==> src/rtl/motion_bound_scheduler_if.sv <==
// Bundles the frame-control, configuration and renderer-read signals of
// motion_bound_scheduler. The master side drives ticks, bounds and
// writes. The slave side is the scheduler.
interface motion_bound_scheduler_if #(
  parameter int IDX_W   = 3,
  parameter int COORD_W = 16
);
  logic                      frame_tick;
  logic                      mode;
  logic signed [COORD_W-1:0] x_min;
  logic signed [COORD_W-1:0] x_max;
  logic signed [COORD_W-1:0] y_min;
  logic signed [COORD_W-1:0] y_max;
  logic                      cfg_we;
  logic [IDX_W-1:0]          cfg_idx;
  logic signed [COORD_W-1:0] cfg_x;
  logic signed [COORD_W-1:0] cfg_y;
  logic signed [COORD_W-1:0] cfg_vx;
  logic signed [COORD_W-1:0] cfg_vy;
  logic [IDX_W-1:0]          rd_idx;
  logic signed [COORD_W-1:0] rd_x;
  logic signed [COORD_W-1:0] rd_y;
  logic                      busy;
  logic                      done;
  logic                      hit;
  logic                      overrun;
  logic                      cfg_drop;

  modport master (
    output frame_tick, mode, x_min, x_max, y_min, y_max,
    output cfg_we, cfg_idx, cfg_x, cfg_y, cfg_vx, cfg_vy, rd_idx,
    input  rd_x, rd_y, busy, done, hit, overrun, cfg_drop
  );

  modport slave (
    input  frame_tick, mode, x_min, x_max, y_min, y_max,
    input  cfg_we, cfg_idx, cfg_x, cfg_y, cfg_vx, cfg_vy, rd_idx,
    output rd_x, rd_y, busy, done, hit, overrun, cfg_drop
  );
endinterface

==> src/rtl/motion_bound_scheduler.sv <==
// Per-frame object sequencer. Each accepted frame_tick walks the object
// table once. For each object it adds the velocity to the position, then
// snaps any axis that left the shadowed rectangle. A snapped axis either
// bounces (velocity negated) or stops (velocity zeroed).
module motion_bound_scheduler #(
  parameter int NUM_OBJ = 8,
  parameter int IDX_W   = 3,
  parameter int COORD_W = 16
) (
  input logic                    clk,
  input logic                    rst_n,
  motion_bound_scheduler_if.slave bus
);

  typedef logic signed [COORD_W-1:0] coord_t;
  typedef logic signed [COORD_W:0]   sum_t;

  typedef struct packed {
    logic   snap;
    coord_t pos;
    coord_t vel;
  } axis_t;

  typedef enum logic [2:0] {IDLE, FETCH, CHECK, COMMIT, DONE} state_t;

  state_t           state_reg, state_next;
  logic [IDX_W-1:0] idx_reg, idx_next;

  // object table (position and velocity per entry)
  coord_t pos_x_reg [NUM_OBJ];
  coord_t pos_y_reg [NUM_OBJ];
  coord_t vel_x_reg [NUM_OBJ];
  coord_t vel_y_reg [NUM_OBJ];

  // frame parameters frozen at tick acceptance
  logic   mode_reg;
  coord_t x_min_reg, x_max_reg, y_min_reg, y_max_reg;

  // working copy of the current object; sums carry one extra bit so they never wrap
  sum_t   sum_x_reg, sum_y_reg;
  coord_t wvel_x_reg, wvel_y_reg;

  // checked results waiting for COMMIT
  axis_t  res_x_reg, res_y_reg;
  axis_t  res_x_next, res_y_next;

  logic   done_reg, overrun_reg, cfg_drop_reg;
  logic   busy_w, accept_w, cfg_ok_w, last_obj_w;

  assign busy_w     = (state_reg != IDLE);
  assign accept_w   = (state_reg == IDLE) && bus.frame_tick;
  assign cfg_ok_w   = (state_reg == IDLE) && bus.cfg_we;
  assign last_obj_w = (idx_reg == IDX_W'(NUM_OBJ - 1));

  // Range check and snap for one axis. Any sum outside [lo, hi] snaps. With
  // lo > hi every sum is outside, and the (s <= lo) test picks the bound.
  function automatic axis_t axis_step(input sum_t s, input coord_t lo,
                                      input coord_t hi, input coord_t v,
                                      input logic clamp);
    axis_t  r;
    sum_t   lo_e;
    sum_t   hi_e;
    coord_t v_min;
    coord_t v_max;
    lo_e  = sum_t'(lo);
    hi_e  = sum_t'(hi);
    v_min = {1'b1, {(COORD_W-1){1'b0}}};
    v_max = {1'b0, {(COORD_W-1){1'b1}}};
    r     = '0;
    if ((s >= lo_e) && (s <= hi_e)) begin
      r.snap = 1'b0;
      r.pos  = s[COORD_W-1:0];
      r.vel  = v;
    end else begin
      r.snap = 1'b1;
      r.pos  = (s <= lo_e) ? lo : hi;
      if (clamp)
        r.vel = '0;
      else if (v == v_min)
        r.vel = v_max;
      else
        r.vel = -v;
    end
    return r;
  endfunction

  // next-state and object-index sequencing
  always_comb begin
    state_next = state_reg;
    idx_next   = idx_reg;
    case (state_reg)
      IDLE: begin
        if (bus.frame_tick) begin
          state_next = FETCH;
          idx_next   = '0;
        end
      end
      FETCH:  state_next = CHECK;
      CHECK:  state_next = COMMIT;
      COMMIT: begin
        if (last_obj_w) begin
          state_next = DONE;
        end else begin
          state_next = FETCH;
          idx_next   = idx_reg + 1'b1;
        end
      end
      DONE:    state_next = IDLE;
      default: state_next = IDLE;
    endcase
  end

  // state and index registers
  always_ff @(posedge clk or negedge rst_n) begin
    if (!rst_n) begin
      state_reg <= IDLE;
      idx_reg   <= '0;
    end else begin
      state_reg <= state_next;
      idx_reg   <= idx_next;
    end
  end

  // shadow the mode and rectangle when a tick is accepted
  always_ff @(posedge clk or negedge rst_n) begin
    if (!rst_n) begin
      mode_reg  <= 1'b0;
      x_min_reg <= '0;
      x_max_reg <= '0;
      y_min_reg <= '0;
      y_max_reg <= '0;
    end else if (accept_w) begin
      mode_reg  <= bus.mode;
      x_min_reg <= bus.x_min;
      x_max_reg <= bus.x_max;
      y_min_reg <= bus.y_min;
      y_max_reg <= bus.y_max;
    end
  end

  // FETCH: load the current entry and form the widened sums
  always_ff @(posedge clk or negedge rst_n) begin
    if (!rst_n) begin
      sum_x_reg  <= '0;
      sum_y_reg  <= '0;
      wvel_x_reg <= '0;
      wvel_y_reg <= '0;
    end else if (state_reg == FETCH) begin
      sum_x_reg  <= sum_t'(pos_x_reg[idx_reg]) + sum_t'(vel_x_reg[idx_reg]);
      sum_y_reg  <= sum_t'(pos_y_reg[idx_reg]) + sum_t'(vel_y_reg[idx_reg]);
      wvel_x_reg <= vel_x_reg[idx_reg];
      wvel_y_reg <= vel_y_reg[idx_reg];
    end
  end

  // CHECK: range test both axes against the shadow rectangle
  always_comb begin
    res_x_next = axis_step(sum_x_reg, x_min_reg, x_max_reg, wvel_x_reg, mode_reg);
    res_y_next = axis_step(sum_y_reg, y_min_reg, y_max_reg, wvel_y_reg, mode_reg);
  end

  // hold the checked results for COMMIT
  always_ff @(posedge clk or negedge rst_n) begin
    if (!rst_n) begin
      res_x_reg <= '0;
      res_y_reg <= '0;
    end else if (state_reg == CHECK) begin
      res_x_reg <= res_x_next;
      res_y_reg <= res_y_next;
    end
  end

  // The table updates from COMMIT during a pass and from cfg_we only while idle.
  // The two sources are mutually exclusive by state.
  generate
    for (genvar gi = 0; gi < NUM_OBJ; gi++) begin : g_entry
      // one table entry: reset clear, commit write-back or config write
      always_ff @(posedge clk or negedge rst_n) begin
        if (!rst_n) begin
          pos_x_reg[gi] <= '0;
          pos_y_reg[gi] <= '0;
          vel_x_reg[gi] <= '0;
          vel_y_reg[gi] <= '0;
        end else if ((state_reg == COMMIT) && (idx_reg == IDX_W'(gi))) begin
          pos_x_reg[gi] <= res_x_reg.pos;
          pos_y_reg[gi] <= res_y_reg.pos;
          vel_x_reg[gi] <= res_x_reg.vel;
          vel_y_reg[gi] <= res_y_reg.vel;
        end else if (cfg_ok_w && (bus.cfg_idx == IDX_W'(gi))) begin
          pos_x_reg[gi] <= bus.cfg_x;
          pos_y_reg[gi] <= bus.cfg_y;
          vel_x_reg[gi] <= bus.cfg_vx;
          vel_y_reg[gi] <= bus.cfg_vy;
        end
      end
    end
  endgenerate

  // status pulses: done follows DONE, dropped ticks and writes flag while busy
  always_ff @(posedge clk or negedge rst_n) begin
    if (!rst_n) begin
      done_reg     <= 1'b0;
      overrun_reg  <= 1'b0;
      cfg_drop_reg <= 1'b0;
    end else begin
      done_reg     <= (state_reg == DONE);
      overrun_reg  <= busy_w && bus.frame_tick;
      cfg_drop_reg <= busy_w && bus.cfg_we;
    end
  end

  assign bus.rd_x     = pos_x_reg[bus.rd_idx];
  assign bus.rd_y     = pos_y_reg[bus.rd_idx];
  assign bus.busy     = busy_w;
  assign bus.done     = done_reg;
  assign bus.hit      = (state_reg == COMMIT) && (res_x_reg.snap || res_y_reg.snap);
  assign bus.overrun  = overrun_reg;
  assign bus.cfg_drop = cfg_drop_reg;

endmodule

==> src/flat_wrapper.sv <==
// flat-port wrapper written by rule: the top's interface ports become plain ports
module motion_bound_scheduler_flat 
#(
  parameter int NUM_OBJ = 8,
  parameter int IDX_W   = 3,
  parameter int COORD_W = 16
)
  (clk, rst_n, bus_frame_tick, bus_mode, bus_x_min, bus_x_max, bus_y_min, bus_y_max, bus_cfg_we, bus_cfg_idx, bus_cfg_x, bus_cfg_y, bus_cfg_vx, bus_cfg_vy, bus_rd_idx, bus_rd_x, bus_rd_y, bus_busy, bus_done, bus_hit, bus_overrun, bus_cfg_drop);
  motion_bound_scheduler_if #(.IDX_W(IDX_W), .COORD_W(COORD_W)) bus_i ();
  input logic clk;
  input logic rst_n;
  input wire logic [$bits(bus_i.frame_tick)-1:0] bus_frame_tick;
  input wire logic [$bits(bus_i.mode)-1:0] bus_mode;
  input wire logic [$bits(bus_i.x_min)-1:0] bus_x_min;
  input wire logic [$bits(bus_i.x_max)-1:0] bus_x_max;
  input wire logic [$bits(bus_i.y_min)-1:0] bus_y_min;
  input wire logic [$bits(bus_i.y_max)-1:0] bus_y_max;
  input wire logic [$bits(bus_i.cfg_we)-1:0] bus_cfg_we;
  input wire logic [$bits(bus_i.cfg_idx)-1:0] bus_cfg_idx;
  input wire logic [$bits(bus_i.cfg_x)-1:0] bus_cfg_x;
  input wire logic [$bits(bus_i.cfg_y)-1:0] bus_cfg_y;
  input wire logic [$bits(bus_i.cfg_vx)-1:0] bus_cfg_vx;
  input wire logic [$bits(bus_i.cfg_vy)-1:0] bus_cfg_vy;
  input wire logic [$bits(bus_i.rd_idx)-1:0] bus_rd_idx;
  output wire logic [$bits(bus_i.rd_x)-1:0] bus_rd_x;
  output wire logic [$bits(bus_i.rd_y)-1:0] bus_rd_y;
  output wire logic [$bits(bus_i.busy)-1:0] bus_busy;
  output wire logic [$bits(bus_i.done)-1:0] bus_done;
  output wire logic [$bits(bus_i.hit)-1:0] bus_hit;
  output wire logic [$bits(bus_i.overrun)-1:0] bus_overrun;
  output wire logic [$bits(bus_i.cfg_drop)-1:0] bus_cfg_drop;
  assign bus_i.frame_tick = bus_frame_tick;
  assign bus_i.mode = bus_mode;
  assign bus_i.x_min = bus_x_min;
  assign bus_i.x_max = bus_x_max;
  assign bus_i.y_min = bus_y_min;
  assign bus_i.y_max = bus_y_max;
  assign bus_i.cfg_we = bus_cfg_we;
  assign bus_i.cfg_idx = bus_cfg_idx;
  assign bus_i.cfg_x = bus_cfg_x;
  assign bus_i.cfg_y = bus_cfg_y;
  assign bus_i.cfg_vx = bus_cfg_vx;
  assign bus_i.cfg_vy = bus_cfg_vy;
  assign bus_i.rd_idx = bus_rd_idx;
  assign bus_rd_x = bus_i.rd_x;
  assign bus_rd_y = bus_i.rd_y;
  assign bus_busy = bus_i.busy;
  assign bus_done = bus_i.done;
  assign bus_hit = bus_i.hit;
  assign bus_overrun = bus_i.overrun;
  assign bus_cfg_drop = bus_i.cfg_drop;
  motion_bound_scheduler #(.NUM_OBJ(NUM_OBJ), .IDX_W(IDX_W), .COORD_W(COORD_W)) u_core (.clk(clk), .rst_n(rst_n), .bus(bus_i));
endmodule
==> config.mk <==
export PLATFORM = sky130hd
export DESIGN_NAME = motion_bound_scheduler_flat
export DESIGN_NICKNAME = d
export VERILOG_FILES = /design/src/rtl/motion_bound_scheduler_if.sv /design/src/rtl/motion_bound_scheduler.sv /design/src/flat_wrapper.sv
export SDC_FILE = /design/constraint.sdc
export NUM_CORES = 2
export LEC_CHECK = 0
export CAP_MARGIN = 20
export CORE_MARGIN = 1.5
export CORE_UTILIZATION = 35
export CTS_CLUSTER_SIZE = 30
export DETAILED_ROUTE_END_ITERATION = 7
export PLACE_DENSITY = 0.62
export SLEW_MARGIN = 30
export SYNTH_ARGS = -nofsm -noshare
export SYNTH_HDL_FRONTEND = slang
export SYNTH_SLANG_ARGS = --single-unit
==> constraint.sdc <==
create_clock -name clk -period 12 [get_ports clk]
set_input_delay 3 -clock clk [delete_from_list [all_inputs] [get_ports clk]]
set_output_delay 3 -clock clk [all_outputs]
set_load 0.005 [all_outputs]
### Yosys cells after proc, flatten, opt, wreduce, memory -nomap -nowiden

Cells that the tools add are included.
W data, S select, Z words.

| word-level totals | value |
|---|---|
| register bits | 718 |
| input port bits | 139 |
| output and inout port bits | 37 |
| word-level logic and storage cells | 223 |

| operators by class | value |
|---|---|
| add/subtract/negate cells | 5 |
| $lt $le $gt $ge | 8 |
| equality and inequality tests | 22 |
| muxes and demuxes | 96 |
| bitwise logic cells | 2 |
| reductions and logical operators | 38 |

Operators with widths:

| cell | count |
|---|---|
| $mux W16 | 82 |
| $bmux W16 S3 | 6 |
| $le A17 B16 Y1 | 4 |
| $mux W33 | 2 |
| $add A16 B16 Y17 | 2 |
| $ge A17 B16 Y1 | 2 |
| $eq A16 B16 Y1 const B | 2 |
| $neg A16 Y16 | 2 |
| $eq A3 B3 Y1 const B | 9 |
| $logic_and A1 B1 Y1 | 23 |
| $eq A3 B2 Y1 const B | 6 |
| $reduce_bool A2 Y1 | 9 |
| $mux W3 | 4 |
| $pmux W3 S4 | 1 |
| $eq A3 B1 Y1 const B | 3 |
| $logic_not A3 Y1 | 3 |
| $ge A4 B4 Y1 const B | 2 |
| $not A3 Y4 | 2 |
| $pmux W3 S2 | 1 |
| $ne A2 B2 Y1 const B | 2 |
| $add A3 B1 Y3 const B | 1 |
| $reduce_and A3 Y1 | 1 |
| $reduce_bool A3 Y1 | 1 |
| $logic_or A1 B1 Y1 | 1 |

### Longest topological paths before layout

| logic depth | value |
|---|---|
| depth after elaboration | 5 |
| depth in mapped cells | 15 |
| gate-level depth less buffers | 12 |

### Least setup slack after synthesis

OpenSTA, ideal clock, no wires.

| timing path | value |
|---|---|
| kind | input port to output port |
| start point | input bus_rd_idx[0] |
| end point | output bus_rd_x[0] |
| arrival | 4.746 ns |
| required time | 9.000 ns |
| slack | 4.254 ns |
| stages on the path | 4 |
| buffers on the path | 2 |
| cells stage by stage | clkbuf_1 -> buf_1 -> mux4_2 -> mux2_2 |

| on the way | value |
|---|---|
| word-level cells in the longest chain between the ends | 4 |

RTL lines:

| element | line | RTL |
|---|---|---|
| start: declaration | flat_wrapper.sv:24 | `input wire logic [$bits(bus_i.rd_idx)-1:0] bus_rd_idx;` |
| $not A3 Y4 (implied by the code) | motion_bound_scheduler.sv:212 | `assign bus.rd_x = pos_x_reg[bus.rd_idx];` |
| $bmux W16 S3 | motion_bound_scheduler.sv:212 |  |
| $mux W16 (implied by the code) (2 in a row) | motion_bound_scheduler.sv:212 |  |
| end: declaration | flat_wrapper.sv:25 | `output wire logic [$bits(bus_i.rd_x)-1:0] bus_rd_x;` |

Every way passes these cells. The select of a mux whose other input is x is not followed.

### Worst setup path after layout

| timing path | value |
|---|---|
| start point | input bus_rd_idx[0] |
| end point | output bus_rd_y[9] |

| on the way | value |
|---|---|
| word-level cells in the longest chain between the ends | 4 |

RTL lines:

| element | line | RTL |
|---|---|---|
| $not A3 Y4 (implied by the code) | motion_bound_scheduler.sv:213 | `assign bus.rd_y = pos_y_reg[bus.rd_idx];` |
| $bmux W16 S3 | motion_bound_scheduler.sv:213 |  |
| $mux W16 (implied by the code) (2 in a row) | motion_bound_scheduler.sv:213 |  |
| end: declaration | flat_wrapper.sv:26 | `output wire logic [$bits(bus_i.rd_y)-1:0] bus_rd_y;` |

Every way passes these cells. The select of a mux whose other input is x is not followed.

==> flow_summary.toml <==
[status]
run_status = "finished, final reports clean"

[global_routing]
grt_pass1_wl_um = 205000
grt_use_met2_pct = 35.6
grt_pass1_vias = 31900
grtUsageMet3_pct = 4.06
grt_max_degree = 143
use_met1_pct = 29.8
antenna_found_initial = 15
track_usage_pct = 22.2
grt_overflow = 0
grt_busiest_layer = "met2"

[logic_synthesis]
async_flop_share_pct = 100
synth_top_area_share_pct = 43.2
synth_nets = 4425
synth_top_flop_cell = "dfrtp_1"
synth_area_per_cell_um2 = 9.96
ys_seq_area_share_pct = 43.2
netlist_area_um2 = 41600
ys_types = 78
synth-seq-cells = 718
synthCells = 4176
synth_edf_count = 0
yosysTopAreaCell = "dfrtp_1"
ys_warn_count = 0
synth_area_leaders = "dfrtp_1 43%, mux2i_1 14%, mux4_2 10%"

[setup_path]
cp_top_family = "buffers and inverters"
worst_ep_arrival_time_ps = 5650
reg2reg_depth = 13
timing.critical_path.slowest_cell_delay_ps = 730
timing.rr.start = "u_core.idx_reg[0]"
worst_r2r_endpoint = "u_core.sum_y_reg[14]"
cpMostUsedCell = "buf_4"
cp_num_cells = 5
crit_path_cell_trace = "buf_4 -> buf_4 -> mux4_2 -> mux2_2 -> clkdlybuf4s50_1"
cp_slowest_cell = "buf_4"
r2r_slack_ps = 6230
worstSetupStartpointType = "input pin"
critPathLaunch = "bus_rd_idx[0]"
cp_num_buf_inv = 3
crit_path_end_kind = "output port"
path_class = "input pin to output port"
critPathCapture = "bus_rd_y[9]"
required_ps = 9000
cp_max_fo = 38

[placed_design]
dp.final_hpwl_um = 86600
io_buffers = 175
globalplace.congestion = 0.925

[pwr]
power_frac_comb_pct = 47.2
worst_ir_drop_vdd_mv = 0.150
p_per_area_nw_per_um2 = 300
internal-power_mw = 8.02
switching_share_pct = 43.4
p_leak_nw = 21.1
p_total_mw = 14.2
p_sw_mw = 6.15
clock_power_share_pct = 19.3
power_frac_seq_pct = 33.5

[timing]
worstMarginPinSlew_ps = 1070
fin_crit_ps = 8650
period_share_pct = 72.1
finClkSkew_ps = 27.3
rsz0062_at_grt = "false"
tns_ps = 0
max-slew-margin-rel_pct = 28.6
finalHoldViolCount = 0
setup_viol = 0
report.final.slew_viol_count = 0
fmax_mhz = 116

[cells_and_area]
syn_to_final_growth_pct = 13.5
finalNetCount = 4319
nFillCells = 11400
drive_gt1_share_pct = 11.3

[clocking]
cts.repair.resized = 0
clkTransAtPathRegs_ps = 50
htreeDepth = 3
cts_buffers = 87
cts_setup_buffers = 0
hold_buffers = 0
clockRootBuffer = "clkbuf_16"
clock_sinks = 718
clkLatencyLatePin_ps = 680
clockBufferDepth = 3
cts_tree = "done"

[floorplan]
rows = 126
die_width_um = 348
core_area_um2 = 118000
io_pins = 176
die_h_um = 348
dieArea_um2 = 121000
initial_core_util_pct = 35.3

[routing]
drtIter0Drc = 2914
drtAntennaViolNets = 0
dr.pass1.iters = 6
via_per_inst = 5.66
wl_per_cell_um = 23.8
drc = 0
vias = 32100
routed_wl_um = 135000

[run]
cap_violations = 0

[worst_hold_path]
hold_path.class = "flop to flop"
[placed cells by master (no fill, tap or decap), types with 18 or more instances in the layout]
cell type and count:
mux2i_1 567, inv_1 82, nand2_1 813, clkdlybuf4s50_1 171, nor2_1 152, dfrtp_1 715, ha_1 108, o31ai_1 30
o21ai_0 565, o21ai_1 22, a31oi_1 47, nor2b_1 29, a21oi_1 119, clkbuf_16 88, o211ai_1 22, buf_4 50
mux2_2 38, a21o_1 18, mux4_2 192, nor3_1 23
[power by group through the flow]
stage | Clock, mW | Sequential (mW) | Combinational, mW
after floorplan | 0 | 4.09 | 4.92
after global placement | 0 | 4.72 | 6.45
after detailed placement | 0 | 4.75 | 6.61
after CTS | 2.78 | 4.72 | 6.64
after global routing | 2.86 | 4.88 | 7.30
final | 2.73 | 4.75 | 6.69
[how the worst min path moves through the flow]
stage                              start                    to  cells after the start
floorplan           u_core.vel_x_reg[16]  u_core.vel_x_reg[16]                      2
global placement    u_core.vel_y_reg[50]  u_core.vel_y_reg[50]                      2
detailed placement   u_core.vel_y_reg[9]   u_core.vel_y_reg[9]                      2
CTS                 u_core.vel_x_reg[15]  u_core.vel_x_reg[15]                      2
global route        u_core.vel_x_reg[35]  u_core.vel_x_reg[35]                      2
finish               u_core.vel_y_reg[9]   u_core.vel_y_reg[9]                      2
[final cells by class]
cell class | instances | area (µm²) | share of cell area, %
Antenna cell | 5 | 12.5 | 0.0265
Clock buffer | 122 | 2500 | 5.29
Clock inverter | 37 | 448 | 0.949
Inverter | 83 | 312 | 0.660
Multi-Input combinational cell | 2949 | 21800 | 46.2
Sequential cell | 718 | 18000 | 38.1
Tap cell | 1536 | 1920 | 4.07
Timing Repair Buffer | 231 | 2210 | 4.69
[tightest hold or removal path, stage by stage, from the launching register on]
cell and delay (ps):
dfrtp_1 340, nand2_1 40, o21ai_0 60
[per-layer routing]
metal,up-vias,wire length [µm],part of all wire (%)
met3,255,9070,6.7
met5,-,140,0.10
met1,16200,58400,43
met4,22,4820,3.6
met2,1123,63100,47
li1,14500,-,-
[through the flow]
stage	instances	util [%]	hold WS, ps	setup slack (ps)	cell area [µm²]
CTS	5676	40.0	478	3280	47200
floorplan	4176	-	445	4250	41600
global route	5676	40.0	501	3150	47200
global placement	5517	37.5	457	3320	44200
detailed placement	5517	37.5	465	3290	44200
finish	5681	40.0	474	3350	47200
[Yosys cell counts, types with 6 or more instances]
| cell | n |
|---|---|
| a211oi_1 | 6 |
| nor3_1 | 24 |
| clkbuf_1 | 313 |
| a21oi_1 | 119 |
| a21o_1 | 18 |
| mux4_2 | 192 |
| xnor2_1 | 11 |
| nand2_1 | 815 |
| o21ai_1 | 22 |
| a221o_1 | 6 |
| nand2b_1 | 6 |
| o31ai_1 | 30 |
| and3_1 | 10 |
| mux2i_1 | 567 |
| ha_1 | 108 |
| buf_1 | 46 |
| nor2_1 | 152 |
| and2_1 | 7 |
| a31oi_1 | 48 |
| dfrtp_1 | 718 |
| nor2b_1 | 31 |
| xor2_1 | 17 |
| mux2_2 | 38 |
| nand3_1 | 21 |
| inv_1 | 83 |
| o21ai_0 | 566 |
| buf_2 | 64 |
| nor3b_1 | 7 |
| nand4_1 | 14 |
| o211ai_1 | 22 |
[cells by family after synthesis]
group / synth area share (%)
AND/OR/NAND/NOR: 10.9
flip-flops: 43.2
buffers and inverters: 4.81
adder cells (fa/ha/maj): 3.34
AO/OA/AOI/OAI: 12.1
XOR/XNOR: 0.589
multiplexers: 25.1
Note: power is estimated with default switching activity, not from simulation.
